<file path="src/rtl/sd_card_pkg.sv">
// Shared types and constants for the SD card-side CMD responder.
package sd_card_pkg;

    typedef enum logic [1:0] {
        RSP_NONE      = 2'd0,
        RSP_R48       = 2'd1,
        RSP_R48_NOCRC = 2'd2,
        RSP_R136      = 2'd3
    } rsp_type_e;

    typedef enum logic [2:0] {
        ST_IDLE,
        ST_RX,
        ST_CHECK,
        ST_WAIT_RSP,
        ST_HOLD,
        ST_TX,
        ST_NRC
    } state_e;

    localparam logic [6:0]  CRC7_POLY     = 7'h09;
    localparam int unsigned CMD_FRAME_LEN = 48;
    localparam int unsigned R2_FRAME_LEN  = 136;

    function automatic logic [7:0] frame_bits(input rsp_type_e t);
        return (t == RSP_R136) ? 8'(R2_FRAME_LEN) : 8'(CMD_FRAME_LEN);
    endfunction

    // MSB-first, left-aligned; R48 CRC slots hold 7'h7F and are replaced while shifting out.
    function automatic logic [135:0] build_tx_frame(input rsp_type_e t, input logic [127:0] d);
        if (t == RSP_R136) begin
            return {2'b00, 6'h3F, d[127:1], 1'b1};
        end
        return {2'b00, d[37:0], 7'h7F, 1'b1, 88'b0};
    endfunction

endpackage

</file>
<file path="src/rtl/sd_crc7.sv">
// Serial CRC7 (x^7 + x^3 + 1), one bit per clock, synchronous clear.
module sd_crc7
    import sd_card_pkg::*;
(
    input  logic       clk_i,
    input  logic       rst_ni,
    input  logic       clr_i,
    input  logic       en_i,
    input  logic       bit_i,
    output logic [6:0] crc_o
);

    logic [6:0] crc_q, crc_d;
    logic       fb;

    always_comb begin
        fb    = bit_i ^ crc_q[6];
        crc_d = crc_q;
        if (clr_i) begin
            crc_d = '0;
        end else if (en_i) begin
            crc_d = {crc_q[5:0], 1'b0} ^ (fb ? CRC7_POLY : 7'h00);
        end
    end

    always_ff @(posedge clk_i or negedge rst_ni) begin
        if (!rst_ni) begin
            crc_q <= '0;
        end else begin
            crc_q <= crc_d;
        end
    end

    assign crc_o = crc_q;

endmodule

</file>
<file path="src/rtl/sd_card_cmd_responder.sv">
// Card-side SD CMD endpoint: receives 48-bit commands, returns R1/R3/R2 responses.
// Define SD_CARD_CMD_CRC_CHECK_EN to enable the received-command CRC7 check.
module sd_card_cmd_responder
    import sd_card_pkg::*;
#(
    parameter int unsigned NcrCycles  = 2,
    parameter int unsigned RspTimeout = 64
) (
    input  logic         clk_i,
    input  logic         rst_ni,
    input  logic         cmd_i,
    output logic         cmd_o,
    output logic         cmd_en_o,
    output logic         cmd_valid_o,
    output logic [5:0]   cmd_index_o,
    output logic [31:0]  cmd_arg_o,
    output logic         cmd_err_o,
    input  logic         rsp_valid_i,
    output logic         rsp_ready_o,
    input  logic [1:0]   rsp_type_i,
    input  logic [127:0] rsp_data_i,
    output logic         rsp_timeout_o
);

    localparam logic [6:0] NcrLast = 7'(NcrCycles - 1);
    localparam logic [6:0] TmoCnt  = 7'(RspTimeout);

    state_e         state_q, state_d;
    logic [7:0]     bitcnt_q, bitcnt_d, bitcnt_inc;
    logic [6:0]     cnt_q, cnt_d, cnt_inc;
    logic [46:0]    rx_shift_q, rx_shift_d;
    logic [135:0]   tx_shift_q, tx_shift_d;
    rsp_type_e      tx_type_q, tx_type_d;
    logic [5:0]     index_q, index_d;
    logic [31:0]    arg_q, arg_d;
    logic           cmd_q, cmd_d, cmd_en_q, cmd_en_d;
    logic           valid_q, valid_d, err_q, err_d;
    logic           ready_q, ready_d, tmo_q, tmo_d;
    logic           crc_clr, crc_en, crc_bit, crc_ok, tx_bit;
    logic [6:0]     crc;

    sd_crc7 u_crc7 (
        .clk_i  (clk_i),
        .rst_ni (rst_ni),
        .clr_i  (crc_clr),
        .en_i   (crc_en),
        .bit_i  (crc_bit),
        .crc_o  (crc)
    );

    // rx_shift_q holds frame bits 2..48: [46] transmission, [45:40] index, [39:8] arg, [7:1] CRC, [0] end.
    always_comb begin
`ifdef SD_CARD_CMD_CRC_CHECK_EN
        crc_ok = (crc == rx_shift_q[7:1]);
`else
        crc_ok = 1'b1;
`endif
    end

    always_comb begin
        state_d    = state_q;
        bitcnt_d   = bitcnt_q;
        cnt_d      = cnt_q;
        rx_shift_d = rx_shift_q;
        tx_shift_d = tx_shift_q;
        tx_type_d  = tx_type_q;
        index_d    = index_q;
        arg_d      = arg_q;
        cmd_d      = 1'b1;
        cmd_en_d   = 1'b0;
        valid_d    = 1'b0;
        err_d      = 1'b0;
        ready_d    = 1'b0;
        tmo_d      = 1'b0;
        crc_clr    = 1'b0;
        crc_en     = 1'b0;
        crc_bit    = 1'b0;
        tx_bit     = 1'b1;
        bitcnt_inc = (bitcnt_q == '1) ? bitcnt_q : bitcnt_q + 8'd1;
        cnt_inc    = (cnt_q == '1) ? cnt_q : cnt_q + 7'd1;

        case (state_q)
            ST_IDLE: begin
                if (!cmd_i) begin
                    state_d  = ST_RX;
                    bitcnt_d = 8'd1;
                    crc_clr  = 1'b1;
                end
            end
            ST_RX: begin
                rx_shift_d = {rx_shift_q[45:0], cmd_i};
                bitcnt_d   = bitcnt_inc;
                if (bitcnt_q < 8'd40) begin
                    crc_en  = 1'b1;
                    crc_bit = cmd_i;
                end
                if (bitcnt_inc == 8'(CMD_FRAME_LEN)) begin
                    state_d = ST_CHECK;
                    cnt_d   = '0;
                end
            end
            ST_CHECK: begin
                cnt_d = cnt_inc;
                if (rx_shift_q[46] && rx_shift_q[0] && crc_ok) begin
                    valid_d = 1'b1;
                    index_d = rx_shift_q[45:40];
                    arg_d   = rx_shift_q[39:8];
                    state_d = ST_WAIT_RSP;
                end else begin
                    err_d   = 1'b1;
                    state_d = ST_IDLE;
                end
            end
            ST_WAIT_RSP: begin
                cnt_d = cnt_inc;
                if (rsp_valid_i && ready_q) begin
                    tx_type_d  = rsp_type_e'(rsp_type_i);
                    tx_shift_d = build_tx_frame(rsp_type_e'(rsp_type_i), rsp_data_i);
                    state_d    = (rsp_type_e'(rsp_type_i) == RSP_NONE) ? ST_IDLE : ST_HOLD;
                end else if (cnt_q == TmoCnt) begin
                    tmo_d   = 1'b1;
                    state_d = ST_IDLE;
                end else begin
                    ready_d = 1'b1;
                end
            end
            ST_HOLD: begin
                cnt_d = cnt_inc;
                if (cnt_q >= NcrLast) begin
                    state_d    = ST_TX;
                    cmd_d      = tx_shift_q[135];
                    cmd_en_d   = 1'b1;
                    tx_shift_d = {tx_shift_q[134:0], 1'b0};
                    bitcnt_d   = 8'd1;
                    crc_clr    = 1'b1;
                end
            end
            ST_TX: begin
                cmd_en_d = 1'b1;
                if (bitcnt_q == frame_bits(tx_type_q)) begin
                    state_d = ST_NRC;
                end else begin
                    // Feeding the CRC its own MSB zeroes the feedback, so it shifts itself out.
                    if (tx_type_q == RSP_R48 && bitcnt_q >= 8'd40 && bitcnt_q < 8'd47) begin
                        tx_bit = crc[6];
                    end else begin
                        tx_bit = tx_shift_q[135];
                    end
                    cmd_d      = tx_bit;
                    tx_shift_d = {tx_shift_q[134:0], 1'b0};
                    bitcnt_d   = bitcnt_inc;
                    if (bitcnt_q < 8'd47) begin
                        crc_en  = 1'b1;
                        crc_bit = tx_bit;
                    end
                end
            end
            ST_NRC: begin
                state_d = ST_IDLE;
            end
            default: begin
                state_d = ST_IDLE;
            end
        endcase
    end

    always_ff @(posedge clk_i or negedge rst_ni) begin
        if (!rst_ni) begin
            state_q    <= ST_IDLE;
            bitcnt_q   <= '0;
            cnt_q      <= '0;
            rx_shift_q <= '0;
            tx_shift_q <= '0;
            tx_type_q  <= RSP_NONE;
            index_q    <= '0;
            arg_q      <= '0;
            cmd_q      <= 1'b1;
            cmd_en_q   <= 1'b0;
            valid_q    <= 1'b0;
            err_q      <= 1'b0;
            ready_q    <= 1'b0;
            tmo_q      <= 1'b0;
        end else begin
            state_q    <= state_d;
            bitcnt_q   <= bitcnt_d;
            cnt_q      <= cnt_d;
            rx_shift_q <= rx_shift_d;
            tx_shift_q <= tx_shift_d;
            tx_type_q  <= tx_type_d;
            index_q    <= index_d;
            arg_q      <= arg_d;
            cmd_q      <= cmd_d;
            cmd_en_q   <= cmd_en_d;
            valid_q    <= valid_d;
            err_q      <= err_d;
            ready_q    <= ready_d;
            tmo_q      <= tmo_d;
        end
    end

    assign cmd_o         = cmd_q;
    assign cmd_en_o      = cmd_en_q;
    assign cmd_valid_o   = valid_q;
    assign cmd_index_o   = index_q;
    assign cmd_arg_o     = arg_q;
    assign cmd_err_o     = err_q;
    assign rsp_ready_o   = ready_q;
    assign rsp_timeout_o = tmo_q;

endmodule

</file>
<file path="config.mk">
export PLATFORM = sky130hd
export DESIGN_NAME = sd_card_cmd_responder
export DESIGN_NICKNAME = d
export VERILOG_FILES = /design/src/rtl/sd_card_pkg.sv /design/src/rtl/sd_crc7.sv /design/src/rtl/sd_card_cmd_responder.sv
export SDC_FILE = /design/constraint.sdc
export NUM_CORES = 1
export LEC_CHECK = 0
export CAP_MARGIN = 20
export CORE_MARGIN = 3
export CORE_UTILIZATION = 31
export DETAILED_ROUTE_END_ITERATION = 10
export SYNTH_ARGS = -nofsm -noshare
export SYNTH_HDL_FRONTEND = slang
export SYNTH_HIERARCHICAL = 1
export SYNTH_SLANG_ARGS = --single-unit
</file>
<file path="constraint.sdc">
create_clock -name clk_i -period 5.2 [get_ports clk_i]
set_clock_uncertainty 0.1 [all_clocks]
set_input_delay 1.04 -clock clk_i [delete_from_list [all_inputs] [get_ports clk_i]]
set_output_delay 1.04 -clock clk_i [all_outputs]
set_load 0.01 [all_outputs]
</file>
# After elaboration in Yosys (flattened, before gate mapping)
# Cells that the tools add are included.
word_totals:
  in_bits: 134
  ff_bits: 254
op_classes:
  n_bitwise: 2
  n_mux: 56
  n_eq_ne: 21
  n_reduce_logical: 17
  addsub: 2
  order_cmp: 4
op_table:
  columns: ["operator", "count"]
  rows:
  - ["$mux 136", 5]
  - ["$pmux 136 s3", 1]
  - ["$mux 8", 5]
  - ["$pmux 8 s4", 1]
  - ["$mux 7", 4]
  - ["$mux 1", 24]
  - ["$mux 3", 7]
  - ["$pmux 3 s6", 1]
  - ["$lt 8x6->1 const B", 2]
  - ["$eq 7x7->1 const B", 2]
  - ["$ne 2x2->1 const B", 7]
  - ["$pmux 7 s2", 1]
  - ["$pmux 1 s2", 5]
  - ["$add 8x1->8 const B", 1]
  - ["$eq 8x6->1 const B", 1]
  - ["$eq 8x8->1", 1]
  - ["$eq 8x8->1 const B", 1]
  - ["$ge 8x6->1 const B", 1]
  - ["$reduce_and 4->1", 2]
  - ["$add 7x1->7 const B", 1]
  - ["$ge 7x1->1 const B", 1]
  - ["$xor 7x7->7", 1]
  - ["$eq 3x2->1 const B", 2]
  - ["$eq 3x3->1 const B", 2]
  - ["other kinds (17)", 23]

# Logic depth before layout (Yosys ltp)
depth:
  ltp_word: 12
  mapped_depth: 11
  depth_no_buf: 9

# Cells and area by module
# The synthesis kept the hierarchy.
modules_own_cells:
  columns: ["module", "seq_area_each_um2", "instances", "area_each_um2", "cells_each"]
  rows:
  - ["sd_card_cmd_responder", 6182.2, 1, 11657.4, 1173]
  - ["sd_crc7", 175.2, 1, 307.8, 28]

# Worst setup path after synthesis
# Ideal clock, no wire load.
synth_timing:
  path_kind: "in2reg"
  start: "in cmd_i"
  end: "reg bitcnt_q[1]"
  required_time_ns: 4.982
  arrival_time_ns: 2.136
  slack_ns: 2.846
  cell_stages: 5
  path_buffers: 0
  path_cell_list: "nor3b_1 a311oi_2 a21boi_2 a21oi_1 a21o_1"
synth_between:
  elab_chain_cells: 2
synth_rtl:
  columns: ["item", "line", "rtl"]
  rows:
  - ["from (decl)", "sd_card_cmd_responder.sv:11", "input logic cmd_i,"]
  - ["$ne 2x2->1 (no source line)", null, null]
  - ["$reduce_and 4->1 (no source line)", null, null]
  - ["to (signal assigned)", "sd_card_cmd_responder.sv:185", "bitcnt_q <= bitcnt_d;"]
  - ["to (decl)", "sd_card_cmd_responder.sv:29", "logic [7:0] bitcnt_q, bitcnt_d, bitcnt_inc;"]
# Every way passes these cells.
# A chain may end at the register's enable or synchronous reset.

# Worst setup path after layout
layout_timing:
  start: "reg state_q[1]"
  end: "reg tx_shift_q[72]"
layout_between:
  elab_chain_cells: 3
  word_cells_on_any_way: 9
  cone_classes: "6 x eq/ne; 1 x mux; 2 x reduce/logical"
layout_rtl:
  columns: ["item", "line", "rtl"]
  rows:
  - ["from (decl)", "sd_card_cmd_responder.sv:28", "state_e state_q, state_d;"]
  - ["from (signal assigned)", "sd_card_cmd_responder.sv:184", "state_q <= state_d;"]
  - ["$eq 3x2->1 / $eq 3x3->1 (equally long branches)", "sd_card_cmd_responder.sv:82", "case (state_q)"]
  - ["$ne 2x2->1 (no source line) / $reduce_bool 3->1 (equally long branches)", null, null]
  - ["$reduce_and 4->1 (no source line)", null, null]
  - ["to (signal assigned)", "sd_card_cmd_responder.sv:188", "tx_shift_q <= tx_shift_d;"]
  - ["to (decl)", "sd_card_cmd_responder.sv:32", "logic [135:0] tx_shift_q, tx_shift_d;"]
# Several ways; a longest one is shown, not always the timed one.

==> metrics <==
outcome finished clean; final setup vio count 0; Clk Latency, worst-skew pair 560 ps; dpl hpwl 18800 um; EDFF count, synth 0; via density per instance 4.99; post-synthesis sequential area ratio 0.531; asr flop ratio synth 1.00; post-synthesis cell area 12000 um^2; fin area 15200 um^2; maxcap violations 0; CP peak stage delay 860 ps; H-tree levels 1; initial core utilization 0.316; largest net degree at the start of global routing 103; Final ANT Viol Nets 0; final WL 29300 um; CP top delay family simple AND/OR/NAND/NOR gates; fin. max-slew vios 0; commonest register cell after synthesis dfrtp_1; critical setup path kind reg2reg; Netlist cell types 59; vias in the first global route 9159; multi-input logic area 5130 um^2; count of state elements after synthesis 254; CP required 5550 ps; slew margin rel. 0.267; Setup crit end kind flop; Worst Max-Slew Pin Slew 1100 ps; layout cells sized above 1 0.124; startpoint types flop; Peak Freq 280 MHz; Layout Nets 1466; Fin Setup TNS 0 ps; CP max stage cell nor2_4; YS warnings 6; global-route wire length before repair 48500 um; aggregate global-route resource usage 0.140; starting DRC count in detailed routing 546; syn_nets 1340; Wirelength per Cell 15.7 um; DRC viols 0; CTS sink cnt 254; Arrival @ worst endpoint 3910 ps; Vias 9295; type of the worst min-delay path reg2reg; Worst VDD drop 221 uV; TritonCTS Buffers 30; Top-Level Pins 178; setup repair bufs after CTS 0; leak pwr 0.00657 uW; Die Height 202 um; setup slack, reg-to-reg 1630 ps; PortBufs 177; die footprint 41000 um^2; Reg area 6360 um^2; worst-path cell chain nand2b_1, nand3_1, nor2_4, buf_12, nand2_1, o211ai_1; antenna violations before repair 8; fill count 3775; commonest non-fill, non-tap cells in the layout 270 x nand2_1, 253 x dfrtp_1, 176 x clkdlybuf4s50_1; GRT overflow 0; mean post-synth cell area 9.96 um^2; post-layout min period 3570 ps; deepest clock path buffer count 3; Final Hold Fails 0; Max FO, Critical Path 54; Hold Buf Count CTS 0; Area Growth Syn to Fin 27.0%; final cycle utilization of the critical path 0.686; power density cells 298 nW/um^2; clock-pin slew on the worst setup and hold paths 60 ps; CTS tree built; Std-Cell Rows 71; Synth Instances 1201; drt first pass iters 5; Core Footprint 37800 um^2; most common cell after layout, fill and taps aside nand2_1; dpl cell area 14100 um^2; die width 202 um; Final Wtd Congestion 0.802; post-CTS resize count 0; RSZ-0062 raised after global routing false; Root Driver clkbuf_16; Bufs and invs on worst path 1
## through the flow
stage	utilization	total power [uW]	setup slack (ps)	std cells	hold slack, ps
after floorplan	-	2110	2850	1201	343
after global placement	0.372	2280	1490	1805	358
after detailed placement	0.372	2280	1430	1805	365
after CTS	0.401	4600	1540	1861	380
after global routing	0.401	4710	1260	1862	392
final	0.402	4530	1630	1864	378
## cell usage after synthesis, drive strengths merged, types with 4 or more instances
library cell | instances | area (um^2)
o211ai | 87 | 688
nand4 | 5 | 31.3
a21oi | 78 | 398
clkbuf | 51 | 193
nand2b | 4 | 25.0
buf | 48 | 317
o22ai | 13 | 81.3
nand3 | 45 | 225
nor2b | 5 | 31.3
dfrtp | 253 | 6330
mux2i | 9 | 90.1
mux2 | 87 | 980
inv | 6 | 22.5
o21ai | 146 | 806
nor2 | 31 | 124
ha | 5 | 62.6
and3 | 5 | 36.3
nand2 | 270 | 1010
xor2 | 4 | 35.0
a31oi | 4 | 25.0
## report_power, final
part	switching [uW]	total, uW	leakage (uW)	internal [uW]
registers	17.8	2020	0.00305	2000
clock network	860	2290	0.000533	1430
logic	101	219	0.00299	117
## layer usage
metal | routed length [um] | up-vias | share of wire | global-route usage
met5 | 71 | - | 0.0024 | 0
met4 | 373 | 12 | 0.013 | 0.0243
met3 | 1980 | 46 | 0.067 | 0.0345
met2 | 13000 | 248 | 0.45 | 0.218
met1 | 13800 | 4505 | 0.47 | 0.202
li1 | - | 4484 | - | -
## flip-flops by register name, summed over array words and instances, names as in the netlist
register	count
tx_shift_q	136
rsp_timeout_o	1
cmd_en_o	1
bitcnt_q	8
cmd_err_o	1
u_crc7/crc_o	7
tx_type_q	2
cmd_arg_o	32
rx_shift_q	47
state_q	3
cmd_o	1
cmd_valid_o	1
cmd_index_o	6
cnt_q	7
rsp_ready_o	1
## tightest hold or removal path: cells and delay by family, from the launching register on
kind | cells | cell delay, ps
AOI/OAI and AO/OA | 1 | 50
DFF | 1 | 340
and+or+nand+nor | 1 | 60
## final cells by class
class,count,area share
inverters,6,0.00148
clock buffers,34,0.0510
diodes,2,0.000329
multi-input cells,842,0.338
flip-flops and latches,254,0.418
repair buffers,193,0.128
well taps,511,0.0421
clock inverters,22,0.0212
## kinds of logic (layout without fill, tap and decap cells)
kind of cell	after synthesis	after routing	synth area share
muxes	96	96	0.0894
xor gates and xnor gates	5	5	0.00366
AOI/OAI and AO/OA	347	347	0.183
buffers and inverters	105	255	0.0444
DFF	254	254	0.531
adders and majority gates	5	5	0.00523
and+or+nand+nor	389	389	0.143
other	0	2	0
## path summary, 6_finish.rpt
| path | from | end | depth (start not counted) |
|---|---|---|---|
| max reg2reg | state_q[1] | tx_shift_q[72] | 6 |
| min | tx_shift_q[115] | tx_shift_q[115] | 2 |
| max | state_q[1] | tx_shift_q[72] | 6 |
| max in group asynchronous | rst_ni | tx_shift_q[7] | 2 |
| min in group asynchronous | rst_ni | cmd_index_o[2] | 1 |
| min reg2reg | tx_shift_q[115] | tx_shift_q[115] | 2 |
Power figures use the tool's default switching activity.
